File: config.mk
export PLATFORM = sky130hd
export DESIGN_NAME = pe_mac8
export DESIGN_NICKNAME = d
export VERILOG_FILES = /design/src/rtl/pe_mac8.sv
export SDC_FILE = /design/constraint.sdc
export NUM_CORES = 1
export LEC_CHECK = 0
export CAP_MARGIN = 20
export CORE_ASPECT_RATIO = 1.5
export CORE_MARGIN = 10
export CORE_UTILIZATION = 50
export CTS_CLUSTER_SIZE = 20
export DETAILED_ROUTE_END_ITERATION = 7
export PLACE_DENSITY = 0.79
export SLEW_MARGIN = 20
export SYNTH_ARGS = -nofsm -noshare
export SYNTH_HDL_FRONTEND = slang
export SYNTH_SLANG_ARGS = --single-unit
File: constraint.sdc
create_clock -name clk -period 6.89 [get_ports clk]
set_input_delay 1.378 -clock clk [delete_from_list [all_inputs] [get_ports clk]]
set_output_delay 1.378 -clock clk [all_outputs]
set_load 0.02 [all_outputs]
File: src/rtl/pe_mac8.sv
// ---------------------------------------------------------------------------
// pe_mac8 - output-stationary processing element for the systolic conv array.
//
// Forwards the activation operand east and the weight operand south through
// one register stage. Both registered operands feed an 8-bit truncating
// multiplier (multu8). The products are accumulated over a window that ends
// on a last marker, and the window sum is presented on a valid/ready result
// port.
//
// Ports
//   clk, rst            clock (rising edge), asynchronous active-high reset
//   a_in, b_in          activation / weight operands from west / north
//   valid_in, last_in   operand valid, final sample of window (qualified)
//   a_out, b_out        registered operands forwarded east / south
//   valid_out, last_out registered valid / (last & valid)
//   res_data            completed window sum (ACC_W bits)
//   res_count           samples in the completed window (saturating)
//   res_ovf             accumulator wrapped during that window
//   res_valid           result held and available
//   res_ready           consumer accepts the result
//   overrun             sticky: an unaccepted result was overwritten
//   clr_err             synchronous clear of overrun
// ---------------------------------------------------------------------------

// 8-bit truncating multiplier: low 8 bits of a*b.
//   i_a, i_b  operands
//   o_p       low byte of the product
module multu8 (
   input  logic [7:0] i_a,
   input  logic [7:0] i_b,
   output logic [7:0] o_p
);
   logic [15:0] w_prod;

   assign w_prod = 16'(i_a) * 16'(i_b);
   assign o_p    = w_prod[7:0];
endmodule

module pe_mac8 #(
   parameter int unsigned ACC_W = 20,
   parameter int unsigned CNT_W = 8
) (
   input  logic             clk,
   input  logic             rst,
   input  logic [7:0]       a_in,
   input  logic [7:0]       b_in,
   input  logic             valid_in,
   input  logic             last_in,
   output logic [7:0]       a_out,
   output logic [7:0]       b_out,
   output logic             valid_out,
   output logic             last_out,
   output logic [ACC_W-1:0] res_data,
   output logic [CNT_W-1:0] res_count,
   output logic             res_ovf,
   output logic             res_valid,
   input  logic             res_ready,
   output logic             overrun,
   input  logic             clr_err
);
   localparam int unsigned SUM_W = ACC_W + 1;

   typedef enum logic {
      S_IDLE = 1'b0,
      S_ACC  = 1'b1
   } state_t;

   // stage 1 registers
   logic [7:0]       r_a;
   logic [7:0]       r_b;
   logic             r_valid;
   logic             r_last;

   // stage 2 registers
   state_t           r_state;
   logic [ACC_W-1:0] r_acc;
   logic [CNT_W-1:0] r_cnt;
   logic             r_ovf;
   logic [ACC_W-1:0] r_res_data;
   logic [CNT_W-1:0] r_res_count;
   logic             r_res_ovf;
   logic             r_res_valid;
   logic             r_overrun;

   logic [7:0]       w_p;
   logic [ACC_W-1:0] w_acc_cur;
   logic [CNT_W-1:0] w_cnt_cur;
   logic             w_ovf_cur;
   logic [SUM_W-1:0] w_sum_full;
   logic [ACC_W-1:0] w_sum;
   logic [CNT_W-1:0] w_cnt_n;
   logic             w_ovf_n;
   logic             w_load;

   // Operand forwarding: data holds when no valid sample arrives.
   always_ff @(posedge clk or posedge rst) begin
      if (rst) begin
         r_a     <= '0;
         r_b     <= '0;
         r_valid <= 1'b0;
         r_last  <= 1'b0;
      end else begin
         if (valid_in) begin
            r_a <= a_in;
            r_b <= b_in;
         end
         r_valid <= valid_in;
         r_last  <= last_in & valid_in;
      end
   end

   multu8 u_mul (
      .i_a (r_a),
      .i_b (r_b),
      .o_p (w_p)
   );

   // A fresh window always starts from zero, independent of leftover values.
   assign w_acc_cur  = (r_state == S_IDLE) ? '0   : r_acc;
   assign w_cnt_cur  = (r_state == S_IDLE) ? '0   : r_cnt;
   assign w_ovf_cur  = (r_state == S_IDLE) ? 1'b0 : r_ovf;

   assign w_sum_full = SUM_W'(w_acc_cur) + SUM_W'(w_p);
   assign w_sum      = w_sum_full[ACC_W-1:0];
   assign w_ovf_n    = w_ovf_cur | w_sum_full[ACC_W];
   assign w_cnt_n    = (w_cnt_cur == {CNT_W{1'b1}}) ? w_cnt_cur
                                                    : w_cnt_cur + CNT_W'(1);
   assign w_load     = r_valid & r_last;

   // Accumulator FSM and result register.
   always_ff @(posedge clk or posedge rst) begin
      if (rst) begin
         r_state     <= S_IDLE;
         r_acc       <= '0;
         r_cnt       <= '0;
         r_ovf       <= 1'b0;
         r_res_data  <= '0;
         r_res_count <= '0;
         r_res_ovf   <= 1'b0;
         r_res_valid <= 1'b0;
      end else begin
         if (r_valid) begin
            if (r_last) begin
               r_state     <= S_IDLE;
               r_acc       <= '0;
               r_cnt       <= '0;
               r_ovf       <= 1'b0;
               r_res_data  <= w_sum;
               r_res_count <= w_cnt_n;
               r_res_ovf   <= w_ovf_n;
            end else begin
               r_state <= S_ACC;
               r_acc   <= w_sum;
               r_cnt   <= w_cnt_n;
               r_ovf   <= w_ovf_n;
            end
         end

         // A load always wins over an accept in the same cycle.
         if (w_load) begin
            r_res_valid <= 1'b1;
         end else if (r_res_valid && res_ready) begin
            r_res_valid <= 1'b0;
         end
      end
   end

   // Sticky overrun; a new overrun event beats clr_err.
   always_ff @(posedge clk or posedge rst) begin
      if (rst) begin
         r_overrun <= 1'b0;
      end else if (w_load && r_res_valid && !res_ready) begin
         r_overrun <= 1'b1;
      end else if (clr_err) begin
         r_overrun <= 1'b0;
      end
   end

   assign a_out     = r_a;
   assign b_out     = r_b;
   assign valid_out = r_valid;
   assign last_out  = r_last;
   assign res_data  = r_res_data;
   assign res_count = r_res_count;
   assign res_ovf   = r_res_ovf;
   assign res_valid = r_res_valid;
   assign overrun   = r_overrun;

endmodule

==> impl_metrics.toml, run 1 <==
[power_and_ir_drop]
ir_drop_uv = 285
p_leak_nw = 2.67
pwr_density_cell_mw_per_mm2 = 361

[global_route]
grt_pass1_vias = 4017
grt.busiest_layer = "met2"
grt_usage_pct = 16.3
use_met1_pct = 17.3
grt_overflow = 0
grtUsageMet2_pct = 29.3
use_met3_pct = 5.14
grt_max_degree = 80
grt_antenna_before_repair = 0
grt_pass1_wl_um = 18900

[yosys]
yosysUniqueCellTypes = 62
syn-num-nets = 560
ys_seq_area_share_pct = 40.8
synth_edf_count = 0
ys_ff_latch = 79
syn_inst = 500
yosys_warnings = 0
ys.flop_type = "dfrtp_1"
syn_avg_cell_area_um2 = 9.70
synthArstFlopShare_pct = 100
synthesis.area_mm2 = 0.00485

[clock_tree]
cts.path.max_buffers = 2
cts_tree = "done"
clk_pin_slew_worst_paths_ns = 0.06
cts_buffers = 9
htreeDepth = 3
cts_sinks = 79
cts_root_buffer = "clkbuf_16"
postCtsSetupBuffers = 0
cts-hold-fix-buffers = 0
clk_latency_ns = 0.34
ctsResizeCount = 0

[worst_hold_path]
hold_depth = 2
min_path_type = "flop to flop"

[sta]
min_period_ns = 5.42
fin_skew_ns = 0.00459
setup_viol = 0
rsz0062_at_grt = "false"
finalHoldViolCount = 0
max_freq_ghz = 0.184
setup_tns_ns = 0
period_share_pct = 78.7
worstMarginPinSlew_ns = 0.824
slew_viol_final = 0
slew_headroom_pct = 44.6

[detailed_routing]
viasPerCell = 5.67
drc_errors = 0
drt_pre_antenna_iters = 5
ant_nets = 0
routed_wl_um = 11300
wl_per_cell_um = 16.5
vias = 3881
drt_iter0_drc = 212

[worst_setup_path]
r2r_cells = 19
crit_end = "res_data[19]"
required_ns = 7.12
path_max_fanout = 10
cp.arrival_ns = 5.65
r2r_slack_ns = 1.47
cp-start-kind = "flop"
r2r-end = "res_data[19]"
worstReg2RegStart = "a_out[0]"
cp-end-kind = "flop"
crit_type = "flop to flop"
worstSetupStartpoint = "a_out[0]"

[die]
start_util_pct = 50.6
die_x_um = 100
die_h_um = 141
io_pins = 71
placementRows = 44
coreArea_mm2 = 0.00958
die_area_mm2 = 0.0141

[place]
gp_congestion = 0.857
port_buffers = 70
dp.cells = 669
dp_hpwl_um = 8240

[finish]
drive_gt1_share_pct = 8.77
final_cells = 685
post-route-util_pct = 62.3
antenna_cells = 0
area_growth_pct = 23.0
nets = 626

[status]
status = "complete, no violations"

[job]
drv_cap = 0
-- registers in the layout (all words and copies together), names as in the netlist --
name	cells
res_valid	1
last_out	1
b_out	8
res_data	20
res_count	8
res_ovf	1
overrun	1
r_cnt	8
r_ovf	1
valid_out	1
r_state	1
r_acc	20
a_out	8
-- layer usage --
metal / wire length (um) / share of wire, %
met1: 4340 / 39
met5: 0 / 0
met2: 6070 / 54
met4: 140 / 1.2
met3: 726 / 6.4
-- cell usage in the layout (no fill, tap or decap), types with 13 or more instances in the layout --
cell type	count
nor2_1	19
dfrtp_1	79
xnor2_1	18
xor2_1	15
fa_1	13
clkdlybuf4s50_1	70
nand2_1	70
ha_1	25
o21ai_0	29
inv_1	33
a21oi_1	18
and2_1	31
mux2_2	19
-- final cells by class --
class                           count  area [um^2]
Clock buffer                       12          256
Clock inverter                      3         42.5
Fill cell                         816         3610
Inverter                           35          133
Multi-Input combinational cell    366         2660
Sequential cell                    79         1980
Tap cell                          115          144
Timing Repair Buffer               75          751
-- worst max-delay path, cell delays in order, from the launching register on --
cell      delay (ns)
dfrtp_1         0.46
and2_1          0.22
fa_1            0.45
fa_1            0.49
ha_1            0.28
inv_1           0.05
fa_1            0.54
inv_1           0.04
ha_1            0.33
a21o_1          0.19
a21oi_1         0.18
xnor2_1         0.16
xnor2_1         0.10
ha_1            0.23
or4_1           0.52
a21o_1          0.22
nor2_4          0.14
nand4b_1        0.18
mux2_2          0.36
a21o_1          0.15
-- report_power, final --
group | internal, mW | switching (mW) | total [mW] | leakage [nW]
logic | 0.453 | 0.605 | 1.06 | 1.50
clock network | 0.298 | 0.185 | 0.483 | 0.145
registers | 0.544 | 0.0657 | 0.610 | 1.02
total | 1.29 | 0.855 | 2.15 | 2.67
-- cells in the mapped netlist, drive strengths merged, types with 3 or more instances --
cell | count | area, um^2
nand2b | 5 | 31.3
clkbuf | 17 | 63.8
inv | 34 | 128
o2bb2ai | 10 | 87.6
ha | 25 | 313
and3 | 4 | 26.3
nor4 | 3 | 18.8
xor2 | 15 | 131
mux2 | 19 | 214
o211ai | 3 | 22.5
o22ai | 3 | 18.8
fa | 13 | 260
a21o | 8 | 67.6
nand2 | 70 | 263
nor3 | 10 | 50.1
buf | 3 | 15.0
nor2 | 20 | 82.6
nand3 | 8 | 40.0
xnor2 | 18 | 158
a21oi | 19 | 98.9
dfrtp | 79 | 1980
and2 | 31 | 194
nand4 | 5 | 46.3
a31oi | 4 | 25.0
o21ai | 32 | 164
mux2i | 4 | 40.0
o31ai | 7 | 52.6
-- cell families (layout without fill, tap and decap cells) --
| family | Yosys count | after routing | share of synthesized area, % |
|---|---|---|---|
| and+or+nand+nor | 165 | 165 | 17.0 |
| AOI/OAI and AO/OA | 107 | 107 | 14.9 |
| DFF | 79 | 79 | 40.8 |
| buffers and inverters | 55 | 125 | 4.34 |
| adders and majority gates | 38 | 38 | 11.8 |
| xor gates and xnor gates | 33 | 33 | 5.96 |
| muxes | 23 | 23 | 5.24 |
-- per-stage QoR --
step                      setup WS [ns]  total power, mW  hold WS, ns  area [um^2]
final                              1.47             2.15        0.478         5960
after global routing               1.26             2.31        0.499         5960
after CTS                          1.46             2.16        0.483         5940
after detailed placement           1.48             1.66        0.472         5650
after global placement             1.66             1.63        0.461         5650
after floorplan                    1.71             1.38        0.447         4850
-- worst min path at each step --
stage | start | end | slack (ns)
2_1_floorplan | r_acc[2] | r_acc[2] | 0.45
3_3_place_gp | res_data[15] | res_data[15] | 0.46
3_5_place_dp | res_data[12] | res_data[12] | 0.47
4_1_cts | res_data[17] | res_data[17] | 0.48
5_1_grt | r_acc[2] | r_acc[2] | 0.50
6_report | res_data[17] | res_data[17] | 0.48
Note: power is estimated with default switching activity, not from simulation.
==> run 2: changes to the inputs <==
PLACE_DENSITY = 0.82   (was 0.79)
clock period = 4.5 ns   (was 6.89 ns; I/O delays follow)
==> run 2 against run 1 <==
The run now ends with negative setup slack left. Non-clock buffer count increased by 48. Critical path depth unchanged. Fmax rose by 13%. Clock skew is 0.0034 ns higher. Final area rose by 8.9%. Die area unchanged. Sequential cell count did not move. Largest cell class unchanged. Highest routed layer unchanged.
==> impl_metrics.toml, run 2 (synthesis results as in run 1) <==
[status]
status = "complete, but fails checks"
violations = "negative setup slack"

[power_and_ir_drop]
internal_power_mw = 2.43
combPwrFrac_pct = 58.0
p_leak_nw = 2.92
p_sw_share_pct = 39.0
power.total_mw = 3.98
switchingPower_mw = 1.55
pwr_density_cell_mw_per_mm2 = 613
power_frac_seq_pct = 23.4
p_clk_share_pct = 18.6
ir_drop_uv = 397

[worst_setup_path]
required_ns = 4.74
cp.arrival_ns = 5.04
cpLargestDelayFamily = "adder cells"
crit_buf_inv = 2
cp-end-kind = "flop"
cp_common_cell = "a21o_1"
cp_slowest_cell = "fa_1"
cp-start-kind = "flop"
path_max_fanout = 5
r2r_slack_ns = -0.30
crit_chain = "and2_4 > fa_2 > fa_1 > ha_1 > inv_1 > fa_1 > inv_2 > ha_4 > a21o_1 > a21oi_2 > xnor2_1 > xnor2_1 > ha_2 > or4_4 > a21o_1 > nor2_4 > nand4b_1 > mux2_4 > a21o_1"
crit_type = "flop to flop"
cpPeakStageDelay_ns = 0.49

[sta]
slew_viol_final = 0
fin_ws_ns = -0.302
worstMarginPinSlew_ns = 0.834
period_share_pct = 107
min_period_ns = 4.80
setup_viol = 25
max_freq_ghz = 0.208
fin_skew_ns = 0.00802
finalHoldViolCount = 0
rsz0062_at_grt = "true"
slew_headroom_pct = 44.0

[place]
gp_congestion = 0.907
port_buffers = 70
dp_hpwl_um = 9180
dpl_worst_slack_ns = -0.334

[clock_tree]
cts_root_buffer = "clkbuf_16"
cts_buffers = 9
clk_latency_ns = 0.35
clk_pin_slew_worst_paths_ns = 0.06
cts_sinks = 79
cts_tree = "done"
htreeDepth = 3
cts.path.max_buffers = 2

[detailed_routing]
ant_nets = 0
vias = 4120
wl_per_cell_um = 17.2
drc_errors = 0
routed_wl_um = 12700
drt_iter0_drc = 245
drt_pre_antenna_iters = 5
viasPerCell = 5.61

[global_route]
grt_pass1_wl_um = 20500
grt_usage_pct = 18.0
grt_overflow = 0
grt_antenna_before_repair = 0
grt_pass1_vias = 4352
grt_max_degree = 58

[finish]
drive_gt1_share_pct = 21.6
mostFrequentLayoutCells = "dfrtp_1, clkdlybuf4s50_1, nand2_1"
n_fill_cell = 737
layout_commonest_cell = "dfrtp_1"
antenna_cells = 0
nets = 674
area_growth_pct = 34.0

[die]
coreArea_mm2 = 0.00958
die_h_um = 141
placementRows = 44
start_util_pct = 50.6
die_area_mm2 = 0.0141
io_pins = 71
die_x_um = 100

[worst_hold_path]
min_path_type = "flop to flop"

[job]
drv_cap = 0
run 2: cell types whose count changed in the layout (fill, tap and decap cells not counted), sizes merged:
cell	change
buf	+48
clkbuf	-1
clkinv	-1
clkinvlp	+2
inv	+1
run 2: through the flow:
| step | hold WS [ns] | util (%) | instances | setup TNS [ns] | cell area (um^2) |
|---|---|---|---|---|---|
| 2_1_floorplan | 0.447 | - | 500 | -1.49 | 4920 |
| 3_3_place_gp | 0.460 | 63.0 | 711 | -2.33 | 6030 |
| 3_5_place_dp | 0.467 | 63.0 | 711 | -4.71 | 6030 |
| 4_1_cts | 0.485 | 67.2 | 732 | -4.39 | 6430 |
| 5_1_grt | 0.501 | 67.8 | 734 | -9.08 | 6500 |
| 6_report | 0.477 | 67.8 | 734 | -5.06 | 6500 |
run 2: path summary, 6_finish.rpt:
check                             start           end  cells past startpoint
max                            b_out[2]  res_data[19]                     19
min                        res_count[2]  res_count[2]                      2
max reg2reg                    b_out[2]  res_data[19]                     19
min reg2reg                res_count[2]  res_count[2]                      2
max in group asynchronous           rst  res_data[12]                      3
min in group asynchronous           rst   res_data[2]                      2
run 2: layout make-up:
class                      instances  area (um^2)  area share [%]
clock inverter                     5         57.6           0.886
timing repair buffer             123         1130            17.3
clock buffer                      11          243            3.74
multi-input combinational        366         2810            43.2
inverter                          35          134            2.06
tap                              115          144            2.21
sequential                        79         1990            30.6
run 2: power by group through the flow:
stage / Combinational [mW] / Clock, mW / Sequential, mW
after floorplan: 1.18 / 0 / 1.00
after global placement: 1.91 / 0 / 0.931
after detailed placement: 1.99 / 0 / 0.940
after CTS: 2.19 / 0.753 / 0.928
after global routing: 2.52 / 0.778 / 0.944
final: 2.31 / 0.740 / 0.932
run 2: metal layers:
metal | wire length, um | vias up | global-route usage (%) | part of all wire [%]
li1 | - | 1948 | - | -
met1 | 4440 | 2004 | 17.3 | 35
met2 | 7040 | 138 | 33.9 | 56
met3 | 814 | 30 | 5.28 | 6.4
met4 | 356 | 0 | 7.84 | 2.8
met5 | 0 | - | 0 | 0
run 2: worst reg2reg max path, delay by kind of cell (launching register included):
family,cells,cell delay [ns]
adder cells (fa/ha/maj),6,2.06
AND/OR/NAND/NOR,4,0.89
AO/OA/AOI/OAI,4,0.66
flip-flops,1,0.44
multiplexers,1,0.31
XOR/XNOR,2,0.24
buffers and inverters,2,0.10
run 2: repair_timing:
item | 4_1_cts | 5_1_grt
setup buffers | 5 | 2
resized for setup | 20 | 9
pin swaps | 9 | 5
endpoints found under the setup margin | 24 | 28
hold buffers | 0 | 0
